## config.mk

```make
export PLATFORM = sky130hd
export DESIGN_NAME = friscv_mem_arbiter
export DESIGN_NICKNAME = d
export VERILOG_FILES = /design/src/rtl/friscv_mem_arbiter.sv
export SDC_FILE = /design/constraint.sdc
export NUM_CORES = 1
export LEC_CHECK = 0
export CAP_MARGIN = 20
export CORE_MARGIN = 5
export CORE_UTILIZATION = 36
export DETAILED_ROUTE_END_ITERATION = 7
export GPL_ROUTABILITY_DRIVEN = 0
export PLACE_DENSITY = 0.85
export SETUP_SLACK_MARGIN = 0.2
export SYNTH_ARGS = -nofsm -noshare
export SYNTH_HDL_FRONTEND = slang
export SYNTH_SLANG_ARGS = --single-unit
export TNS_END_PERCENT = 1
```

## constraint.sdc

```tcl
create_clock -name aclk -period 2.4 [get_ports aclk]
set_clock_uncertainty 0.05 [all_clocks]
set_input_delay 0.24 -clock aclk [delete_from_list [all_inputs] [get_ports aclk]]
set_output_delay 0.24 -clock aclk [all_outputs]
set_load 0.03 [all_outputs]
```

## src/rtl/friscv_mem_arbiter.sv

```systemverilog
// Two-port memory arbiter: instruction fetch and data load/store share one
// memory channel, with alternating priority on contention and a per-access
// timeout.
module friscv_mem_arbiter #(
    parameter int unsigned ADDRW   = 16,
    parameter int unsigned XLEN    = 32,
    parameter int unsigned TIMEOUT = 255
) (
    input  logic                aclk,
    input  logic                aresetn,
    input  logic                inst_en,
    input  logic [ADDRW-1:0]    inst_addr,
    output logic [XLEN-1:0]     inst_rdata,
    output logic                inst_ready,
    input  logic                data_en,
    input  logic                data_wr,
    input  logic [ADDRW-1:0]    data_addr,
    input  logic [XLEN-1:0]     data_wdata,
    input  logic [XLEN/8-1:0]   data_strb,
    output logic [XLEN-1:0]     data_rdata,
    output logic                data_ready,
    output logic                mem_en,
    output logic                mem_wr,
    output logic [ADDRW-1:0]    mem_addr,
    output logic [XLEN-1:0]     mem_wdata,
    output logic [XLEN/8-1:0]   mem_strb,
    input  logic [XLEN-1:0]     mem_rdata,
    input  logic                mem_ready,
    output logic                timeout_err
);

    localparam int unsigned STRBW = XLEN / 8;
    localparam int unsigned CNTW  = $clog2(TIMEOUT + 1);

    typedef enum logic [1:0] {
        IDLE       = 2'd0,
        GRANT_INST = 2'd1,
        GRANT_DATA = 2'd2
    } state_t;

    state_t            state;
    state_t            state_next;
    logic              last_data;   // 1: data was the last requester served
    logic [CNTW-1:0]   cnt;

    logic granted;
    logic done_ok;
    logic done_to;
    logic done;
    logic cnt_hit;

    // Completion decode: memory response or timeout on the final allowed cycle
    assign granted = (state != IDLE) && mem_en;
    assign cnt_hit = (cnt >= CNTW'(TIMEOUT - 1));
    assign done_ok = granted && mem_ready;
    assign done_to = granted && !mem_ready && cnt_hit;
    assign done    = done_ok || done_to;

    // Requester-side responses; suppressed while reset is asserted
    assign inst_ready = aresetn && done && (state == GRANT_INST);
    assign data_ready = aresetn && done && (state == GRANT_DATA);
    assign inst_rdata = (aresetn && done_ok && (state == GRANT_INST)) ? mem_rdata : '0;
    assign data_rdata = (aresetn && done_ok && (state == GRANT_DATA)) ? mem_rdata : '0;

    // State register
    always_ff @(posedge aclk) begin
        if (!aresetn) begin
            state <= IDLE;
        end else begin
            state <= state_next;
        end
    end

    // Next-state: round-robin on contention, return to IDLE after each access
    always_comb begin
        state_next = state;
        case (state)
            IDLE: begin
                if (inst_en && data_en) begin
                    state_next = last_data ? GRANT_INST : GRANT_DATA;
                end else if (inst_en) begin
                    state_next = GRANT_INST;
                end else if (data_en) begin
                    state_next = GRANT_DATA;
                end
            end
            GRANT_INST, GRANT_DATA: begin
                if (done) begin
                    state_next = IDLE;
                end
            end
            default: state_next = IDLE;
        endcase
    end

    // Memory command capture, timeout counter and sticky error flag
    always_ff @(posedge aclk) begin
        if (!aresetn) begin
            mem_en      <= 1'b0;
            mem_wr      <= 1'b0;
            mem_addr    <= '0;
            mem_wdata   <= '0;
            mem_strb    <= '0;
            cnt         <= '0;
            last_data   <= 1'b0;
            timeout_err <= 1'b0;
        end else if (state == IDLE && state_next == GRANT_INST) begin
            mem_en    <= 1'b1;
            mem_wr    <= 1'b0;
            mem_addr  <= inst_addr;
            mem_wdata <= '0;
            mem_strb  <= STRBW'(0);
            cnt       <= '0;
        end else if (state == IDLE && state_next == GRANT_DATA) begin
            mem_en    <= 1'b1;
            mem_wr    <= data_wr;
            mem_addr  <= data_addr;
            mem_wdata <= data_wdata;
            mem_strb  <= data_strb;
            cnt       <= '0;
        end else if (done) begin
            mem_en    <= 1'b0;
            last_data <= (state == GRANT_DATA);
            if (done_to) begin
                timeout_err <= 1'b1;
            end
        end else if (granted && (cnt < CNTW'(TIMEOUT))) begin
            cnt <= cnt + CNTW'(1);
        end
    end

endmodule

```

==> results.toml, run 1 <==
[routing]
num_vias = 3716
routedWlPerCell_um = 16.3
firstDrtPassIters = 5
antenna_left = 0
drt-initial-drc-count = 175
wirelength_um = 12400
vias_per_cell = 4.87
drc_errors = 0

[global_route]
grt_max_degree = 54
grt_pass1_vias = 3729
grt.overflow.total = 0
grt_first_pass_wirelength_um = 18400
grt.met2_usage = 0.376
top_usage_layer = "met2"
grt.total_usage = 0.203
grtUsageMet1 = 0.207
antenna_found_initial = 3
use_met3 = 0.0698

[sta]
fin_crit_sh = 0.909
tightest_slew_ps = 405
fmax_ghz = 0.458
tns_ps = 0
hold_viol = 0
setup_ws_ps = 219
slew_viol_final = 0
rsz0062_at_grt = "true"
finalSetupViolCount = 0
relSlewSlack = 0.728
period_minus_slack_ps = 2180

[placed_design]
dp.final_hpwl_um = 9150
dp_slack_ps = 178
io_buffers = 226

[clocking]
cts_hold_buf = 0
cts-htree-levels = 3
cts_tree = "yes"
cts_sinks = 66
numCtsBuffers = 9
path_clk_slew_ps = 70
clk_latency_ps = 330
root_buffer = "clkbuf_8"
cts_buffer_depth = 2

[worst_setup_path]
worst-setup-path-type = "reg -> out"
cp-end-kind = "output pin"
path_max_fanout = 7
critPathArrivalTime_ps = 1890
startpoint_type = "register"
crit_required_ps = 2110

[yosys]
synth.yosys.seq_area_share = 0.396
synth_most_common_cell = "nand2_1"
ys_warn_count = 0
synth_cells = 414
yosys.area.top_type = "dfxtp_1"
synthFlopType = "dfxtp_1"
syn_nets = 526
yosys.cell_types.count = 42
synthTopCellsByCount = "nand2_1, and2_1, dfxtp_1"
synth_enable_flop_cells = 0
async_flop_share = 0
ys_ff_latch = 66
synth_area_per_cell_um2 = 8.07
yosys-top-cells-area = "dfxtp_1, nand2_1, and2_1"
yosysTopAreaCellShare = 0.396
synth_area_mm2 = 0.00334

[floorplanning]
core_mm2 = 0.00915
fp.dieH_um = 106
num_rows = 35
die_width_um = 106
start_util = 0.365
dieArea_mm2 = 0.0113
ios = 227

[power]
pwr_density_cell_mw_per_mm2 = 599
leakage_nw = 2.36
peakVddDrop_uv = 380

[run_status]
outcome = "completed"

[final_layout]
fillerInstances = 738
area_growth_pct = 80.1
fin_util = 0.657
drive_above_1_share = 0.250
nets = 757
multi_input_area_mm2 = 0.00193
regArea_mm2 = 0.00133

[hold_path]
min_path_type = "in -> reg"

[flow_run]
cap_violations = 0
-- area by class of cell --
type | instances | area share
Timing Repair Buffer | 245 | 0.402
Multi-Input combinational cell | 319 | 0.320
Sequential cell | 66 | 0.221
Clock buffer | 11 | 0.0252
Tap cell | 111 | 0.0231
Clock inverter | 4 | 0.00458
Inverter | 4 | 0.00250
Antenna cell | 3 | 0.00125
-- registers in the layout, indices dropped and copies added, names as in the netlist --
name         count
mem_wdata       32
mem_addr        16
cnt              8
mem_strb         4
state            2
last_data        1
mem_en           1
mem_wr           1
timeout_err      1
-- report_power, final --
part           internal, mW  leakage [nW]  switching [mW]  total, mW
registers              1.24         0.541          0.0810       1.32
logic                 0.634          1.74           0.802       1.44
clock network         0.424        0.0835           0.425      0.849
-- per-stage QoR --
| stage | area (um^2) | instances | total power, mW | hold WS (ps) |
|---|---|---|---|---|
| after detailed placement | 5570 | 735 | 2.71 | 401 |
| after floorplan | 3340 | 414 | 2.12 | 326 |
| after global routing | 6010 | 763 | 3.79 | 392 |
| after global placement | 5570 | 735 | 2.67 | 391 |
| final | 6010 | 763 | 3.60 | 398 |
| after CTS | 5810 | 753 | 3.58 | 381 |
-- cell usage in the layout, fill, tap and decap left out, types with 3 or more instances in the layout --
cell type	n
and2_1	55
a31oi_1	18
and2_4	11
diode_2	3
ha_1	5
o21ai_0	14
a21oi_1	8
clkbuf_8	11
o21ai_1	5
nor2_1	14
dfxtp_1	62
buf_12	7
buf_4	58
inv_1	4
clkinvlp_4	3
a21oi_2	30
buf_6	19
nand2b_1	3
xor2_1	4
nand2_1	114
clkdlybuf4s50_1	160
-- cells by family after synthesis --
kind of cell | synth area share
adders and majority gates | 0.0225
xor gates and xnor gates | 0.0157
AOI/OAI and AO/OA | 0.182
DFF | 0.396
buffers and inverters | 0.0517
and+or+nand+nor | 0.327
muxes | 0.00599
-- final timing paths --
| kind | cells past startpoint | to | startpoint | slack (ps) |
|---|---|---|---|---|
| worst max-delay path | 8 | data_rdata[23] | state[0]$_SDFF_PN0_ | 220 |
| worst min-delay path | 3 | mem_wdata[22]$_SDFFE_PP0P_ | data_wdata[22] | 400 |
| worst max register to register | 9 | mem_addr[5]$_SDFFE_PN0P_ | state[0]$_SDFF_PN0_ | 320 |
| worst min register to register | 2 | mem_wdata[27]$_SDFFE_PP0P_ | mem_wdata[27]$_SDFFE_PP0P_ | 410 |
-- layer usage --
layer / up-vias / wire [um]
li1: 1826 / -
met1: 1694 / 4410
met2: 178 / 6460
met3: 18 / 1230
met4: 0 / 299
met5: - / 0
-- worst max-delay path: stages (launching register included) --
cell and delay [ps]:
dfxtp_4 370, inv_1 90, ha_4 190, nor2b_4 150, nand2_4 80, nor2_4 240
buf_6 160, and2_1 120, buf_4 160
-- timing repair --
| item | in CTS | in global routing |
|---|---|---|
| pin swaps | 0 | 1 |
| resized for setup | 16 | 36 |
| setup endpoints to repair | 64 | 111 |
| gates cloned | 2 | 3 |
| setup buffers | 1 | 4 |
Power figures use the tool's default switching activity.
==> run 2: changes to the inputs <==
--- a/constraint.sdc
+++ b/constraint.sdc
@@ -4,2 +4,2 @@
 set_output_delay 0.24 -clock aclk [all_outputs]
-set_load 0.03 [all_outputs]
+set_load 0.005 [all_outputs]
==> run 2 against run 1 <==
Net effect: via count up 0.24%; die area unchanged; count of clock-buffer cells in the layout unchanged; worst hold slack better by 8.7 ps; critical path depth down 1; final cell count up 0.52%; worst setup slack worse by 91 ps; highest routed layer unchanged; core utilization down 0.33 points.
==> results.toml, run 2 (same netlist as run 1, synthesis figures left out) <==
[run_status]
outcome = "completed"

[final_layout]
largest_reg_flops = 32
diodes = 0
final_cells = 767
fin_util = 0.654
area_growth_pct = 79.2
fillerInstances = 781
fin_area_mm2 = 0.00598
top_register = "mem_wdata"
layout_commonest_cell = "clkdlybuf4s50_1"
mostFrequentLayoutCells = "clkdlybuf4s50_1, nand2_1, and2_1"
drive_above_1_share = 0.154
regArea_mm2 = 0.00133
largest_registers = "mem_wdata (32), mem_addr (16), cnt (8)"
nets = 764
multi_input_area_mm2 = 0.00190

[clocking]
root_buffer = "clkbuf_8"
cts_buffer_depth = 2
path_clk_slew_ps = 70
cts_tree = "yes"
numCtsBuffers = 9
cts_sinks = 66
clk_latency_ps = 320
cts-htree-levels = 3

[sta]
setup_ws_ps = 128
relSlewSlack = 0.693
tightest_slew_ps = 458
fin_crit_sh = 0.947
holdWs_ps = 406
slew_viol_final = 0
rsz0062_at_grt = "true"
hold_viol = 0
period_minus_slack_ps = 2270
fmax_ghz = 0.440
tns_ps = 0
finalSetupViolCount = 0

[floorplanning]
start_util = 0.365
die_width_um = 106
ios = 227
core_mm2 = 0.00915
num_rows = 35
fp.dieH_um = 106
dieArea_mm2 = 0.0113

[global_route]
grt_first_pass_wirelength_um = 18700
grtUsageMet1 = 0.197
grt_max_degree = 34
grt.total_usage = 0.206
grt.met2_usage = 0.410
grt.overflow.total = 0
top_usage_layer = "met2"
grt_pass1_vias = 3742
use_met3 = 0.0692
antenna_found_initial = 0

[power]
clkPwrFrac = 0.248
power.internal_mw = 2.26
pwr_density_cell_mw_per_mm2 = 549
peakVddDrop_uv = 451
report.power.total_mw = 3.28
leakage_nw = 2.54
swShare = 0.313
combinationalPowerShare = 0.351
p_seq_frac = 0.401
switchingPower_mw = 1.03

[worst_setup_path]
startpoint_type = "register"
crit_required_ps = 2110
cp-end-kind = "output pin"
critPathArrivalTime_ps = 1980
path_max_fanout = 6
worst-setup-path-type = "reg -> out"

[placed_design]
io_buffers = 226
dp_slack_ps = 68.7
place_inst = 739
place_area_mm2 = 0.00572
dp.final_hpwl_um = 9390

[routing]
routedWlPerCell_um = 16.2
num_vias = 3725
drt-initial-drc-count = 185
firstDrtPassIters = 4
antenna_left = 0
drc_errors = 0
vias_per_cell = 4.86
wirelength_um = 12400

[flow_run]
cap_violations = 0

[hold_path]
min_path_type = "reg -> reg"
==> run 2: area by class of cell <==
type,count,area share
repair buffers,252,0.407
clock inverters,4,0.00481
multi-input cells,319,0.317
inverters,4,0.00251
clock buffers,11,0.0236
flip-flops and latches,66,0.221
well taps,111,0.0232
==> run 2: final timing paths <==
kind	endpoint	slack, ps	start	cells past startpoint
setup / recovery	data_rdata[16]	130	state[0]$_SDFF_PN0_	7
hold / removal	mem_wdata[26]$_SDFFE_PP0P_	410	mem_wdata[26]$_SDFFE_PP0P_	2
setup reg to reg	mem_wdata[27]$_SDFFE_PP0P_	250	state[0]$_SDFF_PN0_	12
hold reg to reg	mem_wdata[26]$_SDFFE_PP0P_	410	mem_wdata[26]$_SDFFE_PP0P_	2
==> run 2: worst max-delay path, stage by stage (launching register included) <==
cell and delay [ps]:
dfxtp_2 340, inv_2 50, ha_4 180, nor2b_4 140, nand2_4 80, nor2_4 170
and2_1 180, clkdlybuf4s50_1 520
==> run 2: what timing repair did <==
item	CTS	global route
setup endpoints to repair	66	75
pin swaps	2	1
gates cloned	5	0
hold buffers	0	0
setup buffers	4	4
endpoints found under the hold margin	0	0
resized for setup	109	2
==> run 2: layer usage <==
metal,up-vias,part of all wire,wire (um)
met5,-,0,0
met4,0,0.013,159
met3,10,0.095,1180
met2,153,0.54,6710
met1,1729,0.35,4370
li1,1833,-,-
==> run 2: power by group through the flow <==
stage	Clock [mW]	Combinational (mW)	Sequential, mW
after floorplan	0	0.508	1.35
after global placement	0	1.11	1.33
after detailed placement	0	1.13	1.34
after CTS	0.840	1.16	1.32
after global routing	0.888	1.25	1.33
final	0.815	1.15	1.32
==> run 3: changes to the inputs <==
- CAP_MARGIN: 20 -> not set
==> results of run 3 <==
No change in the layout: final DEF, timing and power equal those of run 2.
